[config.mk]
export PLATFORM = sky130hd
export DESIGN_NAME = seven_segment_reader
export DESIGN_NICKNAME = d
export VERILOG_FILES = /design/src/rtl/seven_segment_reader.sv
export SDC_FILE = /design/constraint.sdc
export NUM_CORES = 1
export LEC_CHECK = 0
export BUFFER_PORTS_ARGS = -buffer_cell sky130_fd_sc_hd__clkbuf_2
export CAP_MARGIN = 20
export CORE_ASPECT_RATIO = 2
export CORE_UTILIZATION = 51
export DETAILED_ROUTE_END_ITERATION = 8
export GPL_ROUTABILITY_DRIVEN = 1
export GPL_TIMING_DRIVEN = 0
export PLACE_DENSITY = 0.79
export SLEW_MARGIN = 0
export SYNTH_ARGS = -nofsm -noshare
export SYNTH_HDL_FRONTEND = slang
export SYNTH_SLANG_ARGS = --single-unit
export TNS_END_PERCENT = 10
[constraint.sdc]
create_clock -name clk -period 2.17 [get_ports clk]
set_input_delay 0.217 -clock clk [delete_from_list [all_inputs] [get_ports clk]]
set_output_delay 0.217 -clock clk [all_outputs]
set_load 0.1 [all_outputs]
[src/rtl/seven_segment_reader.sv]
// Decodes a multiplexed active-low seven-segment bus back into per-digit values.
// Optional ghost-event counter: define SEVEN_SEGMENT_READER_GHOST_CNT_EN.
module seven_segment_reader #(
  parameter int NUM_DIGITS     = 4,
  parameter int STABLE_CYCLES  = 8,
  parameter int TIMEOUT_CYCLES = 100000
) (
  input  logic                    clk,
  input  logic                    rst_n,
  input  logic [6:0]              seg_in,
  input  logic [NUM_DIGITS-1:0]   digit_en_n,
  output logic [4*NUM_DIGITS-1:0] digits,
  output logic [NUM_DIGITS-1:0]   digit_err,
  output logic                    frame_valid,
  output logic                    display_off,
  output logic [7:0]              ghost_cnt
);

  localparam int SW = (STABLE_CYCLES > 2) ? $clog2(STABLE_CYCLES) : 1;
  localparam int IW = $clog2(TIMEOUT_CYCLES + 1);

  logic [6:0]            seg_s1, seg_s2, seg_p;
  logic [NUM_DIGITS-1:0] en_s1, en_s2, en_p;
  logic [SW-1:0]         stab_cnt;
  logic [IW-1:0]         idle_cnt;
  logic [NUM_DIGITS-1:0] seen_mask;

  logic                  same, at_capture, one_low, capture, ghost;
  logic                  all_idle, timeout, frame_done;
  logic [NUM_DIGITS-1:0] low, next_mask;
  logic [4:0]            dec;

  // Returns {unrecognised, value}; inverse of the team digit encoder.
  function automatic logic [4:0] decode(input logic [6:0] s);
    case (s)
      7'b1000000: decode = 5'h00;
      7'b1111001: decode = 5'h01;
      7'b0100100: decode = 5'h02;
      7'b0110000: decode = 5'h03;
      7'b0011001: decode = 5'h04;
      7'b0010010: decode = 5'h05;
      7'b0000010: decode = 5'h06;
      7'b1111000: decode = 5'h07;
      7'b0000000: decode = 5'h08;
      7'b0010000: decode = 5'h09;
      7'b1101111: decode = 5'h0E;
      7'b1111111: decode = 5'h0F;
      default:    decode = 5'h10;
    endcase
  endfunction

  always_comb begin
    low        = ~en_s2;
    same       = ({seg_s2, en_s2} == {seg_p, en_p});
    at_capture = same && (stab_cnt == SW'(STABLE_CYCLES - 2));
    one_low    = (low != '0) && ((low & (low - NUM_DIGITS'(1))) == '0);
    capture    = at_capture && one_low;
    ghost      = at_capture && !one_low && (low != '0);
    all_idle   = &en_s2;
    timeout    = all_idle && (idle_cnt == IW'(TIMEOUT_CYCLES - 1));
    next_mask  = seen_mask | low;
    frame_done = capture && (&next_mask);
    dec        = decode(seg_s2);
  end

  always_ff @(posedge clk or negedge rst_n) begin
    if (!rst_n) begin
      seg_s1 <= '1;
      seg_s2 <= '1;
      seg_p  <= '1;
      en_s1  <= '1;
      en_s2  <= '1;
      en_p   <= '1;
    end else begin
      seg_s1 <= seg_in;
      seg_s2 <= seg_s1;
      seg_p  <= seg_s2;
      en_s1  <= digit_en_n;
      en_s2  <= en_s1;
      en_p   <= en_s2;
    end
  end

  // Counter saturates at STABLE_CYCLES-1, so the capture point is only crossed once per pattern.
  always_ff @(posedge clk or negedge rst_n) begin
    if (!rst_n) begin
      stab_cnt <= '0;
    end else if (!same) begin
      stab_cnt <= '0;
    end else if (stab_cnt != SW'(STABLE_CYCLES - 1)) begin
      stab_cnt <= stab_cnt + SW'(1);
    end
  end

  always_ff @(posedge clk or negedge rst_n) begin
    if (!rst_n) begin
      idle_cnt    <= '0;
      display_off <= 1'b0;
    end else if (!all_idle) begin
      idle_cnt    <= '0;
      display_off <= 1'b0;
    end else begin
      if (idle_cnt != IW'(TIMEOUT_CYCLES)) idle_cnt <= idle_cnt + IW'(1);
      if (timeout) display_off <= 1'b1;
    end
  end

  always_ff @(posedge clk or negedge rst_n) begin
    if (!rst_n) begin
      digits      <= '1;
      digit_err   <= '0;
      seen_mask   <= '0;
      frame_valid <= 1'b0;
    end else begin
      frame_valid <= frame_done;
      if (timeout || frame_done) seen_mask <= '0;
      else if (capture)          seen_mask <= next_mask;
      for (int unsigned i = 0; i < NUM_DIGITS; i++) begin
        if (capture && low[i]) begin
          digit_err[i] <= dec[4];
          if (!dec[4]) digits[4*i +: 4] <= dec[3:0];
        end
      end
    end
  end

`ifdef SEVEN_SEGMENT_READER_GHOST_CNT_EN
  logic [7:0] ghost_q;

  always_ff @(posedge clk or negedge rst_n) begin
    if (!rst_n) begin
      ghost_q <= '0;
    end else if (ghost && (ghost_q != 8'hFF)) begin
      ghost_q <= ghost_q + 8'd1;
    end
  end

  assign ghost_cnt = ghost_q;
`else
  logic unused_ghost;
  assign unused_ghost = ghost;
  assign ghost_cnt    = '0;
`endif

endmodule

==> summary.md, run 1 <==
| Metric | Value |
|---|---|
| Final Util | `65.5%` |
| Worst path max stage delay | `540 ps` |
| Placed Area | `3950 µm²` |
| Synth area leader | `dfstp_2` |
| Comb power frac | `7.8%` |
| Starting density of the core | `52.5%` |
| Clock Path Buffers | `2` |
| First-pass GRT wire length | `11300 µm` |
| Clock Skew | `7.30 ps` |
| Adder-cell area share of the yosys netlist | `1.73%` |
| Xor/xnor share of the synthesized area | `6.30%` |
| Fin crit period | `2170 ps` |
| Post-synth EDFFs | `0` |
| Top post-synthesis cells by area | `dfstp_2 (36%), dfrtp_1 (21%), xor2_1 (5.6%)` |
| Critical path class | `reg -> reg` |
| R2R Setup Slk | `-2 ps` |
| Yosys reg bits | `79` |
| Hold WS | `315 ps` |
| Cts bufs inserted | `9` |
| Slowest cell on crit path | `dfstp_2` |
| WP data arrival | `2440 ps` |
| Die width | `61.5 µm` |
| Filler Cell Count | `551` |
| Nets@finish | `373` |
| DRT Wirelength | `6770 µm` |
| Wire per inst | `15.0 µm` |
| Critical Path RT | `2440 ps` |
| Clock power share | `45.5%` |
| Maxcap violations | `0` |
| CORE AREA | `6890 µm²` |
| Chip height | `121 µm` |
| P_int | `0.00258 W` |
| Failing checks | `negative setup slack` |
| Mux contribution to synthesized area | `3.78%` |
| Largest net degree at the start of global routing | `62` |
| Port Buf Inserts | `34` |
| Routed Antenna Nets | `0` |
| DIE AREA | `7440 µm²` |
| Sw Pwr | `0.000751 W` |
| Via density | `5.31` |
| Dpl ws | `-286 ps` |
| Vias in the first global route | `2391` |
| Most used DFF post-synth | `dfstp_2` |
| Sequential Power Share | `46.7%` |
| Crit path max fanout | `7` |
| Clk slew on worst S/H paths | `60 ps` |
| H-tree levels | `3` |
| Vias post-DR | `2391` |
| Leak Pwr | `1.94 nW` |
| Skew-Pair Late Insertion Delay | `340 ps` |
| Post-Synth Simple-Gate Area | `18.4%` |
| Area grow syn2layout | `24.9%` |
| Initial DRC count | `76` |
| # rows | `43` |
| Final Cycle Share | `100%` |
| Sw frac | `22.5%` |
| Root buffer cell | `clkbuf_16` |
| Post-Syn Instances | `284` |
| Yosys warns | `0` |
| RR Startpoint | `seg_s2[1]$_DFF_PN1_` |
| # IOs | `43` |
| Grt ovf | `0` |
| Library cells used by synthesis | `54` |
| CP Cell Sequence | `or3b_4 > a2111oi_4 > nor3_4 > nor4_4 > mux2_4` |
| Initial antenna violation count | `0` |
| Layout cells sized above 1 | `46.9%` |
| CTS sink count | `79` |
| Main combinational cell family by area after synthesis | `simple AND/OR/NAND/NOR gates` |
| CTS tree | `done` |
| Placer Congestion | `0.831` |
| Slew Viols, Final | `0` |
| Status | `finished with violations` |
| Syn Area/Cell | `12.7 µm²` |
| Setup violations, final | `1` |
| Register area share after synthesis | `56.4%` |
| Final WS setup | `-1.58 ps` |
| All-Layer GR Usage | `21.1%` |
| Slew Limit Headroom | `63.4%` |
| Final hold viol count | `0` |
| Post-synth ARST share | `100%` |
| HP Class | `in -> async` |
| Compound-cell area share of the yosys netlist | `8.52%` |
| Final instance area | `4510 µm²` |
| DRC Markers | `0` |
| Worst r2r path cells | `5` |
| Slew of the pin with the lowest slew margin | `548 ps` |
| RSZ-0062 raised after global routing | `yes` |
| Power per Cell Area | `739 nW/µm²` |
| Crit. End Element | `flip-flop` |
| Tot Pwr | `0.00333 W` |
| CP Buf/Inv Count | `0` |
| # diodes | `0` |
| TritonRoute pass-1 iters | `4` |
| Post-DP HPWL | `4610 µm` |
| Mapped Area | `3610 µm²` |
| Worst R2R End | `digits[0]$_DFFE_PN1P_` |
| Startpoint types | `flip-flop` |
| Fmax | `460 MHz` |
| Family with the most delay on the worst path | `simple AND/OR/NAND/NOR gates` |
| Top cell type's share of synthesized area | `35.6%` |
| Max VDD drop | `0.625 mV` |
[cell usage after synthesis, types with 3 or more instances]
master,instances
buf_4,9
nor4_4,5
mux2_2,5
clkbuf_1,4
nand4b_1,4
a21oi_1,10
xnor2_1,3
o22ai_1,5
dfstp_2,49
ha_1,5
and3_1,5
and4_1,3
nand2_1,7
nand4_1,5
buf_2,7
mux2_4,4
o22a_2,8
inv_1,11
or3_1,3
nor3_1,5
nor2_1,24
o21ba_2,4
dfrtp_1,30
nand3_1,9
xor2_1,23
[what timing repair did]
item                       4_1_cts  5_1_grt
hold buffers                    12        0
resized for setup                9       18
pin swaps                       11        3
hold endpoints to repair        19        0
setup buffers                    8        1
setup endpoints to repair       24       19
[stage by stage]
stage / TNS [ps] / cells
6_report: -1.58 / 450
4_1_cts: -5.28 / 450
2_1_floorplan: 0 / 291
5_1_grt: -287 / 450
3_3_place_gp: -3100 / 415
3_5_place_dp: -4010 / 416
[cell families after synthesis]
logic type,count (synthesis)
compound gates,38
xor+xnor,26
fa+ha+maj,5
buf+inv,32
flops,79
mux,11
other cells,1
simple gates,92
[placed cells by master, fill, tap and decap left out, types with 2 or more instances in the layout]
master          n
dfstp_2        49
clkbuf_2       33
dfrtp_1        30
xor2_1         23
nor2_1         22
buf_4          18
dlygate4sd3_1  12
inv_1          11
clkbuf_16      10
a21oi_1         9
nand3_1         9
o22a_2          8
conb_1          8
nand2_1         7
nor4_4          6
buf_6           5
nand4_1         5
clkbuf_1        5
and3_1          5
mux2_2          5
ha_1            5
nand4b_1        4
nor3_1          4
o22ai_1         4
o21ba_2         4
mux2_4          4
clkbuf_4        3
xnor2_1         3
and4_1          3
or3_1           3
nand3_4         2
o211ai_1        2
o21ai_0         2
mux2i_1         2
or4bb_1         2
or4_4           2
or3b_2          2
nor2_2          2
or4b_2          2
[flip-flops by register name, summed over array words and instances (netlist names)]
register     count
digit_err        4
digits          16
display_off      1
en_p             4
en_s1            4
en_s2            4
frame_valid      1
idle_cnt        17
seen_mask        4
seg_p            7
seg_s1           7
seg_s2           7
stab_cnt         3
[power groups by stage]
stage	clock (W)	combinational [W]	sequential (W)
after floorplan	0	0.000161	0.00157
after global placement	0	0.000213	0.00157
after detailed placement	0	0.000225	0.00157
after CTS	0.00156	0.000255	0.00155
after global routing	0.00161	0.000279	0.00156
final	0.00152	0.000259	0.00156
[worst max path at each step]
stage / slack, ps / start / to / cells after the start
4_1_cts: -5 / seg_s2[1]$_DFF_PN1_ / digits[0]$_DFFE_PN1P_ / 5
3_5_place_dp: -290 / en_s2[3]$_DFF_PN1_ / digit_err[3]$_DFFE_PN0P_ / 6
2_1_floorplan: 50 / seg_s2[4]$_DFF_PN1_ / digits[0]$_DFFE_PN1P_ / 6
3_3_place_gp: -250 / en_s2[3]$_DFF_PN1_ / digit_err[3]$_DFFE_PN0P_ / 6
6_report: -2 / seg_s2[1]$_DFF_PN1_ / digits[0]$_DFFE_PN1P_ / 5
5_1_grt: -60 / seg_s2[3]$_DFF_PN1_ / digits[0]$_DFFE_PN1P_ / 6
[area by class of cell]
class / count / area (µm²) / area share, %
plain buffers: 18 / 146 / 3.25
clock buffers: 13 / 262 / 5.80
clock inverters: 3 / 42.5 / 0.943
inverters: 11 / 41.3 / 0.915
multi-input cells: 180 / 1480 / 32.8
flip-flops and latches: 79 / 2040 / 45.2
well taps: 90 / 113 / 2.50
repair buffers: 56 / 388 / 8.60
[layer usage]
layer / up-vias / share of wire [%] / track usage (%)
met4: 0 / 3.1 / 12.2
met1: 1184 / 38 / 23.9
met2: 56 / 56 / 34.5
li1: 1133 / - / -
met3: 18 / 3.3 / 5.12
met5: - / 0 / 0
No activity file was read; power rests on OpenSTA's default activity.
==> run 2, diff against run 1 <==
ABC_AREA = 1   (was default)
ABC_CLOCK_PERIOD_IN_PS = 2170   (was default)
==> summary.md, run 2 <==
| Metric | Value |
|---|---|
| Status | `finished, final reports clean` |
| Vias in the first global route | `2912` |
| Setup violations, final | `0` |
| All-Layer GR Usage | `21.9%` |
| First-pass GRT wire length | `12600 µm` |
| Crit. End Element | `flip-flop` |
| HP Class | `reg -> reg` |
| Clock Path Buffers | `2` |
| Largest register FFs | `17` |
| Die width | `62.2 µm` |
| CTS sink count | `79` |
| Final hold viol count | `0` |
| Post-DP HPWL | `5400 µm` |
| Mapped Area | `3690 µm²` |
| Register area | `2040 µm²` |
| Yosys reg bits | `79` |
| Layout cells sized above 1 | `26.2%` |
| Final Cycle Share | `93.8%` |
| WP data arrival | `2260 ps` |
| Fmax | `491 MHz` |
| CORE AREA | `6990 µm²` |
| Starting density of the core | `52.8%` |
| Leak Pwr | `2.25 nW` |
| Post-CTS sizing | `0` |
| Max VDD drop | `0.596 mV` |
| Initial DRC count | `95` |
| Hold WS | `354 ps` |
| Synth area leader | `dfstp_2` |
| Most used DFF post-synth | `dfstp_2` |
| Wire per inst | `12.8 µm` |
| Area grow syn2layout | `20.4%` |
| Placer Congestion | `0.883` |
| Largest net degree at the start of global routing | `53` |
| CTS tree | `done` |
| Critical Path RT | `2390 ps` |
| Top cell type's share of synthesized area | `34.8%` |
| Clock Skew | `4.88 ps` |
| Library cells used by synthesis | `29` |
| H-tree levels | `3` |
| Commonest cells after routing, fill and taps aside | `nand2_1 (141), inv_1 (55), dfstp_2 (49), nor2_1 (36), clkbuf_2 (33)` |
| Biggest regs | `idle_cnt x17, digits x16` |
| Synth cell count leaders | `nand2_1 (141), inv_1 (55), dfstp_2 (49)` |
| Most common cell after layout, fill and taps aside | `nand2_1` |
| Port Buf Inserts | `34` |
| Slew of the pin with the lowest slew margin | `560 ps` |
| Critical path class | `reg -> reg` |
| Root buffer cell | `clkbuf_16` |
| Syn Area/Cell | `8.53 µm²` |
| Biggest register | `idle_cnt` |
| DRT Wirelength | `7600 µm` |
| Skew-Pair Late Insertion Delay | `340 ps` |
| Area of the multi-input gates | `1380 µm²` |
| Setup TNS | `0 ps` |
| TritonRoute pass-1 iters | `4` |
| Cts bufs inserted | `9` |
| Clk slew on worst S/H paths | `60 ps` |
| Most frequent cell after synthesis | `nand2_1` |
| Post-synth ARST share | `100%` |
| Crit path max fanout | `7` |
| Maxcap violations | `0` |
| Startpoint types | `flip-flop` |
| Vias post-DR | `2942` |
| # IOs | `43` |
| DRC Markers | `0` |
| Power per Cell Area | `729 nW/µm²` |
| Fin crit period | `2040 ps` |
| RSZ-0062 raised after global routing | `no` |
| Slew Viols, Final | `0` |
| Slew Limit Headroom | `62.8%` |
| DIE AREA | `7610 µm²` |
| Via density | `4.96` |
| Grt ovf | `0` |
| Yosys warns | `0` |
| Nets@finish | `516` |
| # diodes | `0` |
| Post-synth EDFFs | `0` |
| # rows | `43` |
| Initial antenna violation count | `0` |
| Final Util | `63.6%` |
| Routed Antenna Nets | `0` |
| Filler Cell Count | `577` |
| Chip height | `122 µm` |
| Register area share after synthesis | `55.2%` |
| Post-Syn Instances | `433` |
| Top post-synthesis cells by area | `dfstp_2 (35%), dfrtp_1 (20%), nand2_1 (14%)` |
[run 2: worst paths after layout]
| kind | from | endpoint | slack (ps) | depth (start not counted) |
|---|---|---|---|---|
| setup / recovery | seg_s2[6]$_DFF_PN1_ | digit_err[3]$_DFFE_PN0P_ | 130 | 8 |
| hold / removal | seg_s1[2]$_DFF_PN1_ | seg_s2[2]$_DFF_PN1_ | 350 | 0 |
| setup reg to reg | seg_s2[6]$_DFF_PN1_ | digit_err[3]$_DFFE_PN0P_ | 130 | 8 |
| hold reg to reg | seg_s1[2]$_DFF_PN1_ | seg_s2[2]$_DFF_PN1_ | 350 | 0 |
| max in group asynchronous | rst_n | seg_p[5]$_DFF_PN1_ | 1170 | 3 |
| min in group asynchronous | rst_n | display_off$_DFFE_PN0P_ | 370 | 2 |
[run 2: cells by family after synthesis]
logic type	share of synthesized area [%]
simple gates	29.0
flops	55.2
buf+inv	8.20
compound gates	4.64
xor+xnor	1.19
fa+ha+maj	1.69
other cells	0.101
[run 2: layer usage]
layer	routed length [µm]	GRT usage (%)	part of all wire, %
met3	263	5.02	3.5
met2	4240	40.7	56
met5	0	0	0
met4	266	13.7	3.5
met1	2830	21.8	37
[run 2: stage by stage]
step / area, µm² / instances / worst slack, ps / power, W
after global placement: 4000 / 564 / 230 / 0.00179
after global routing: 4450 / 593 / 77.6 / 0.00336
after CTS: 4450 / 593 / 151 / 0.00328
final: 4450 / 593 / 134 / 0.00324
after floorplan: 3720 / 440 / 558 / 0.00173
after detailed placement: 4030 / 565 / 180 / 0.00180
[run 2: power by group]
part	internal [W]	switching (W)
logic	0.0000697	0.000165
clock network	0.000875	0.000571
registers	0.00153	0.0000285
total	0.00248	0.000765
[run 2: what timing repair did]
action                    4_1_cts  5_1_grt
hold buffers                   12        0
buffers inserted                0        0
hold endpoints to repair       21        0
[run 2: final cells by class]
| class | count | share of cell area [%] |
|---|---|---|
| multi-input combinational | 290 | 31.0 |
| clock inverter | 4 | 0.591 |
| timing repair buffer | 47 | 7.20 |
| tap | 90 | 2.53 |
| buffer | 11 | 1.74 |
| sequential | 79 | 45.8 |
| inverter | 60 | 5.06 |
| clock buffer | 12 | 6.02 |
[run 2: critical path, cell delays in order (launching register included)]
cell and delay [ps]:
dfstp_2 530, buf_2 180, xnor2_1 180, inv_1 60
nor2_1 210, nand3_2 230, nor2_8 180, nand3_2 170
and2_1 190
